===== config.mk =====
export PLATFORM = sky130hd
export DESIGN_NAME = cim_array_seq_flat
export DESIGN_NICKNAME = d
export VERILOG_FILES = /design/src/rtl/cim_array_seq_if.sv /design/src/rtl/cim_array_seq.sv /design/src/flat_wrapper.sv
export SDC_FILE = /design/constraint.sdc
export NUM_CORES = 1
export LEC_CHECK = 0
export BUFFER_PORTS_ARGS = -buffer_cell sky130_fd_sc_hd__buf_2
export CAP_MARGIN = 30
export CORE_MARGIN = 2
export CORE_UTILIZATION = 30
export CTS_CLUSTER_SIZE = 28
export DETAILED_ROUTE_END_ITERATION = 7
export GPL_TIMING_DRIVEN = 0
export SLEW_MARGIN = 20
export SYNTH_ARGS = -nofsm -noshare
export SYNTH_HDL_FRONTEND = slang
export SYNTH_SLANG_ARGS = --single-unit

===== constraint.sdc =====
create_clock -name clk -period 3 [get_ports clk]
set_input_delay 0.15 -clock clk [delete_from_list [all_inputs] [get_ports clk]]
set_output_delay 0.15 -clock clk [all_outputs]
set_load 0.02 [all_outputs]

===== src/rtl/cim_array_seq_if.sv =====
// Command handshake and array-control bundle for the sequenced CIM bank/column controller.
interface cim_array_seq_if #(
   parameter int BANKS  = 16,
   parameter int COLS   = 8,
   parameter int DATA_W = 16
);
   localparam int BA_W = $clog2(BANKS);
   localparam int CA_W = $clog2(COLS);

   logic              cmd_valid;
   logic              cmd_ready;
   logic [1:0]        cmd_op;
   logic [BA_W-1:0]   cmd_bank;
   logic [CA_W-1:0]   cmd_col;
   logic [DATA_W-1:0] cmd_data_bank;
   logic [DATA_W-1:0] cmd_data_in;

   logic              preb_en;
   logic              mac_en;
   logic              w_en;
   logic [BANKS-1:0]  bank_mux;
   logic [DATA_W-1:0] data_op;
   logic [COLS-1:0]   col_mux;
   logic [DATA_W-1:0] data_and;
   logic              done;
   logic              err;

   modport master (
      output cmd_valid, cmd_op, cmd_bank, cmd_col, cmd_data_bank, cmd_data_in,
      input  cmd_ready, preb_en, mac_en, w_en, bank_mux, data_op,
             col_mux, data_and, done, err
   );

   modport slave (
      input  cmd_valid, cmd_op, cmd_bank, cmd_col, cmd_data_bank, cmd_data_in,
      output cmd_ready, preb_en, mac_en, w_en, bank_mux, data_op,
             col_mux, data_and, done, err
   );
endinterface


===== src/rtl/cim_array_seq.sv =====
// Sequenced CIM array controller: latches one command, runs PRE -> EXEC -> DRAIN,
// driving bank-side controls and, one cycle later, the adder-tree-side controls.
module cim_array_seq #(
   parameter int BANKS  = 16,
   parameter int COLS   = 8,
   parameter int DATA_W = 16,
   parameter int WR_W   = 8,
   parameter int RD_W   = 4
) (
   input logic            clk,
   input logic            rst,
   cim_array_seq_if.slave bus
);
   localparam int BA_W = $clog2(BANKS);
   localparam int CA_W = $clog2(COLS);

   typedef enum logic [1:0] {IDLE, PRE, EXEC, DRAIN} state_t;
   typedef enum logic [1:0] {OP_MAC = 2'b00, OP_WRITE = 2'b01, OP_READ = 2'b10, OP_NOP = 2'b11} op_t;

   state_t            state, state_nx;
   op_t               op_q;
   logic [BA_W-1:0]   bank_q;
   logic [CA_W-1:0]   col_q;
   logic [CA_W-1:0]   k_q;
   logic [DATA_W-1:0] data_bank_q;
   logic [DATA_W-1:0] data_in_q;
   logic              err_q;
   logic [COLS-1:0]   col_mux_q, col_mux_nx;
   logic [DATA_W-1:0] data_and_q, data_and_nx;
   logic              accept;
   logic              out_of_range;
   logic              skip_exec;

   assign accept = bus.cmd_valid && (state == IDLE);

   always_comb begin
      out_of_range = (op_t'(bus.cmd_op) == OP_WRITE && int'(bus.cmd_bank) >= BANKS) ||
                     (op_t'(bus.cmd_op) == OP_READ  && int'(bus.cmd_col)  >= COLS);
      skip_exec    = out_of_range || (op_t'(bus.cmd_op) == OP_NOP);
   end

   // NOTE: state is updated with non-blocking assignments so every register
   // samples pre-edge values, independent of statement order.
   always_ff @(posedge clk or posedge rst) begin
      if (rst) begin
         state       <= IDLE;
         op_q        <= OP_NOP;
         bank_q      <= '0;
         col_q       <= '0;
         k_q         <= '0;
         data_bank_q <= '0;
         data_in_q   <= '0;
         err_q       <= 1'b0;
         col_mux_q   <= '0;
         data_and_q  <= '0;
      end else begin
         state      <= state_nx;
         col_mux_q  <= col_mux_nx;
         data_and_q <= data_and_nx;
         if (accept) begin
            op_q        <= op_t'(bus.cmd_op);
            bank_q      <= bus.cmd_bank;
            col_q       <= bus.cmd_col;
            data_bank_q <= bus.cmd_data_bank;
            data_in_q   <= bus.cmd_data_in;
            err_q       <= out_of_range;
            k_q         <= '0;
         end else if (state == EXEC && op_q == OP_MAC && k_q != CA_W'(COLS - 1)) begin
            k_q <= k_q + 1'b1;
         end
      end
   end

   // Adder-side controls are the registered copy of what EXEC computes.
   assign bus.col_mux  = col_mux_q;
   assign bus.data_and = data_and_q;

   // NOTE: every output of this block gets a default first, so no path leaves
   // a signal unassigned and no latch is inferred.
   always_comb begin
      state_nx      = state;
      bus.cmd_ready = 1'b0;
      bus.preb_en   = 1'b0;
      bus.mac_en    = 1'b1;
      bus.w_en      = 1'b0;
      bus.bank_mux  = '0;
      bus.data_op   = '0;
      bus.done      = 1'b0;
      bus.err       = 1'b0;
      col_mux_nx    = '0;
      data_and_nx   = '0;

      case (state)
         IDLE: begin
            bus.cmd_ready = 1'b1;
            if (accept) state_nx = skip_exec ? DRAIN : PRE;
         end
         PRE: begin
            bus.preb_en = 1'b1;
            state_nx    = EXEC;
         end
         EXEC: begin
            state_nx = DRAIN;
            case (op_q)
               OP_MAC: begin
                  bus.bank_mux = '1;
                  bus.data_op  = data_bank_q;
                  col_mux_nx   = COLS'(1) << k_q;
                  data_and_nx  = data_in_q;
                  if (k_q != CA_W'(COLS - 1)) state_nx = EXEC;
               end
               OP_WRITE: begin
                  bus.w_en     = 1'b1;
                  bus.bank_mux = BANKS'(1) << bank_q;
                  bus.data_op  = DATA_W'(data_bank_q[WR_W-1:0]);
               end
               OP_READ: begin
                  bus.mac_en   = 1'b0;
                  bus.bank_mux = '1;
                  bus.data_op  = DATA_W'(data_bank_q[RD_W-1:0]);
                  col_mux_nx   = COLS'(1) << col_q;
                  data_and_nx  = '1;
               end
               default: ;
            endcase
         end
         DRAIN: begin
            bus.done = 1'b1;
            bus.err  = err_q;
            state_nx = IDLE;
         end
         default: state_nx = IDLE;
      endcase
   end
endmodule


===== src/flat_wrapper.sv =====
// flat-port wrapper written by rule: the top's interface ports become plain ports
module cim_array_seq_flat 
#(
   parameter int BANKS  = 16,
   parameter int COLS   = 8,
   parameter int DATA_W = 16,
   parameter int WR_W   = 8,
   parameter int RD_W   = 4
)
  (clk, rst, bus_cmd_valid, bus_cmd_op, bus_cmd_bank, bus_cmd_col, bus_cmd_data_bank, bus_cmd_data_in, bus_cmd_ready, bus_preb_en, bus_mac_en, bus_w_en, bus_bank_mux, bus_data_op, bus_col_mux, bus_data_and, bus_done, bus_err);
  cim_array_seq_if #(.BANKS(BANKS), .COLS(COLS), .DATA_W(DATA_W)) bus_i ();
  input logic clk;
  input logic rst;
  input wire logic [$bits(bus_i.cmd_valid)-1:0] bus_cmd_valid;
  input wire logic [$bits(bus_i.cmd_op)-1:0] bus_cmd_op;
  input wire logic [$bits(bus_i.cmd_bank)-1:0] bus_cmd_bank;
  input wire logic [$bits(bus_i.cmd_col)-1:0] bus_cmd_col;
  input wire logic [$bits(bus_i.cmd_data_bank)-1:0] bus_cmd_data_bank;
  input wire logic [$bits(bus_i.cmd_data_in)-1:0] bus_cmd_data_in;
  output wire logic [$bits(bus_i.cmd_ready)-1:0] bus_cmd_ready;
  output wire logic [$bits(bus_i.preb_en)-1:0] bus_preb_en;
  output wire logic [$bits(bus_i.mac_en)-1:0] bus_mac_en;
  output wire logic [$bits(bus_i.w_en)-1:0] bus_w_en;
  output wire logic [$bits(bus_i.bank_mux)-1:0] bus_bank_mux;
  output wire logic [$bits(bus_i.data_op)-1:0] bus_data_op;
  output wire logic [$bits(bus_i.col_mux)-1:0] bus_col_mux;
  output wire logic [$bits(bus_i.data_and)-1:0] bus_data_and;
  output wire logic [$bits(bus_i.done)-1:0] bus_done;
  output wire logic [$bits(bus_i.err)-1:0] bus_err;
  assign bus_i.cmd_valid = bus_cmd_valid;
  assign bus_i.cmd_op = bus_cmd_op;
  assign bus_i.cmd_bank = bus_cmd_bank;
  assign bus_i.cmd_col = bus_cmd_col;
  assign bus_i.cmd_data_bank = bus_cmd_data_bank;
  assign bus_i.cmd_data_in = bus_cmd_data_in;
  assign bus_cmd_ready = bus_i.cmd_ready;
  assign bus_preb_en = bus_i.preb_en;
  assign bus_mac_en = bus_i.mac_en;
  assign bus_w_en = bus_i.w_en;
  assign bus_bank_mux = bus_i.bank_mux;
  assign bus_data_op = bus_i.data_op;
  assign bus_col_mux = bus_i.col_mux;
  assign bus_data_and = bus_i.data_and;
  assign bus_done = bus_i.done;
  assign bus_err = bus_i.err;
  cim_array_seq #(.BANKS(BANKS), .COLS(COLS), .DATA_W(DATA_W), .WR_W(WR_W), .RD_W(RD_W)) u_core (.clk(clk), .rst(rst), .bus(bus_i));
endmodule

==> results.py <==
metrics = {
    "clock_network": {
        "htree_levels": 3,
        "clock_latency_ns": 0.35,
        "clockBufferDepth": 2,
        "cts_resized": 0,
        "cts_buffers": 9,
        "postCtsSetupRepairBufs": 0,
        "cts.sinks": 70,
        "clock-root-buffer": "clkbuf_8",
        "clkSlewWorstSetupHoldPaths_ns": 0.08,
        "cts_tree": "yes",
    },
    "finish": {
        "syn2layout_area_growth_pct": 29.9,
        "most-common-layout-cells": "buf_2 (116), dfrtp_1 (68), nor2_1 (44)",
        "drive_gt1_share_pct": 48.2,
        "design_area_sq_mm": 0.00398,
        "final_core_util_pct": 40.5,
        "layout_commonest_cell": "buf_2",
        "antennaDiodeCount": 0,
        "fillers": 1006,
        "final_cells": 515,
        "nets": 428,
    },
    "global_route": {
        "grt_pass1_wl_um": 11000,
        "grt_max_degree": 47,
        "grt_overflow": 0,
        "antenna_found_initial": 1,
        "grt_pass1_vias": 2224,
        "grt_usage_pct": 12.8,
    },
    "synth": {
        "synth_cells": 259,
        "syn-num-nets": 310,
        "async_flop_share_pct": 100,
        "synth_top_area_share_pct": 55.6,
        "syn_area_sq_mm": 0.00306,
        "synth_largest_area_cell": "dfrtp_1",
        "ys.flop_type": "dfrtp_1",
        "synth-seq-cells": 70,
        "ys_warn_count": 0,
        "syn_avg_cell_area_sq_um": 11.8,
        "ys_types": 32,
        "seq_area_frac_synth_pct": 57.3,
        "synth_edf_count": 0,
        "synth_area_leaders": "dfrtp_1 (56%), mux2_2 (15%), nor2_1 (5.4%)",
    },
    "floorplanning": {
        "die-width_um": 105,
        "dieArea_sq_mm": 0.0110,
        "die_h_um": 105,
        "io_pins": 106,
        "start_util_pct": 31.2,
        "core.rowCount": 36,
        "core-area_sq_mm": 0.00982,
    },
    "timing": {
        "final.setup.tns_ns": 0,
        "setup_viol": 0,
        "fin_crit_ns": 2.31,
        "max_freq_ghz": 0.433,
        "rsz0062_at_grt": "false",
        "whs_ns": 0.0231,
        "worst_slew_pin_slew_ns": 0.538,
        "clock_skew_ns": 0.00913,
        "maxSlewHeadroom_pct": 63.8,
        "drv_slew": 0,
        "fin_crit_sh_pct": 77.0,
        "hold_viol_final": 0,
    },
    "route": {
        "vias": 2254,
        "drt-total-wl_um": 6800,
        "drtIter0Drc": 78,
        "drc": 0,
        "wl_per_cell_um": 13.2,
        "first_pass_iters": 4,
        "ant_nets": 0,
        "routed_via_density": 4.38,
    },
    "flow_run": {
        "cap_violations": 0,
    },
    "placed_design": {
        "port_buffers": 104,
        "dp.cells": 497,
        "hpwl_um": 4940,
        "place_area_sq_mm": 0.00378,
        "gp_congestion": 0.723,
    },
    "worst_setup_path": {
        "path_class": "reg -> out",
        "path_max_fanout": 7,
        "end_kind": "output pin",
        "cp.arrival_ns": 2.16,
        "cp-start-kind": "flip-flop",
        "critPathRequiredTime_ns": 2.85,
    },
    "outcome": {
        "status": "finished clean",
    },
    "worst_hold_path": {
        "hp-class": "in -> reg",
    },
    "power": {
        "powerDensity_mw_per_mm2": 1030,
        "ir_worst_vdd_mv": 0.380,
        "p_leak_nw": 2.02,
    },
}
[power by group]
group	internal (mW)	total, mW	switching [mW]	leakage, nW
Sequential	1.35	1.57	0.216	0.874
Clock	0.308	0.705	0.397	0.0866
Combinational	0.782	1.81	1.03	1.06
Total	2.44	4.09	1.64	2.02
[synthesized netlist by cell type (2+ instances only)]
cell      number
a31oi_1        5
or3_1          2
dfrtp_1       68
nand2_1        8
inv_1          5
buf_2         12
ha_1           7
nor4bb_1       2
nor2b_1        2
o31ai_1        2
a21oi_1        4
o21ai_0       14
mux2_2        41
nand2b_1       5
dfstp_2        2
nand3b_1       2
o21ai_2        2
nor2_1        44
nand3_1        3
and2_1        17
[sequential cells by signal, indices dropped and copies added, names as in the netlist]
| signal | cells |
|---|---|
| u_core.data_bank_q | 16 |
| u_core.op_q | 2 |
| u_core.data_in_q | 16 |
| u_core.bus.col_mux | 8 |
| u_core.col_q | 3 |
| u_core.state | 2 |
| u_core.k_q | 3 |
| u_core.bus.data_and | 16 |
| u_core.bank_q | 4 |
[path summary, 6_finish.rpt]
path	startpoint	to	slack, ns	cells past startpoint
min reg2reg	u_core.data_in_q[11]	u_core.bus.data_and[11]	0.49	2
min in group asynchronous	rst	u_core.bus.col_mux[5]	0.35	3
max in group asynchronous	rst	u_core.data_bank_q[6]	2.12	4
max	u_core.state[0]	bus_bank_mux[4]	0.69	6
max reg2reg	u_core.state[0]	u_core.data_bank_q[14]	1.12	5
min	bus_cmd_data_in[8]	u_core.data_in_q[8]	0.02	2
[routing by layer]
layer	track usage, %	share of wire (%)	up-vias
met3	4.30	7.0	11
li1	-	-	1111
met2	19.2	45	79
met5	0	0.24	-
met1	16.8	47	1051
met4	5.71	1.6	2
[stage by stage]
| step | power [mW] | setup slack [ns] |
|---|---|---|
| floorplan | 2.88 | 1.09 |
| global placement | 3.38 | 0.150 |
| detailed placement | 3.43 | 0.986 |
| CTS | 4.16 | 0.584 |
| global route | 4.41 | 0.436 |
| finish | 4.09 | 0.691 |
[repair_timing]
item                       CTS  global route
hold buffers                 2             0
hold endpoints to repair    23             0
setup endpoints to repair    0             0
[critical path, cell delays in order (launching register included)]
cell     delay (ns)
dfrtp_1        0.42
inv_1          0.12
ha_1           0.27
or3b_4         0.45
or2_4          0.25
o21ai_2        0.12
buf_2          0.18
[layout make-up]
cell class / instances / area (sq um) / share of cell area (%)
Tap cell: 133 / 166 / 4.19
Clock inverter: 7 / 55.1 / 1.38
Buffer: 13 / 67.6 / 1.70
Sequential cell: 70 / 1750 / 44.1
Clock buffer: 9 / 124 / 3.12
Timing Repair Buffer: 107 / 568 / 14.3
Multi-Input combinational cell: 171 / 1220 / 30.7
Inverter: 5 / 21.3 / 0.535
[cells by family after synthesis]
kind of cell	Yosys count	share of synthesized area (%)
AOI/OAI and AO/OA	28	5.27
buffers and inverters	18	2.82
muxes	42	15.4
xor gates and xnor gates	1	0.286
other	1	0.123
DFF	70	57.3
and+or+nand+nor	92	15.9
adders and majority gates	7	2.86
No activity file was read; power rests on OpenSTA's default activity.
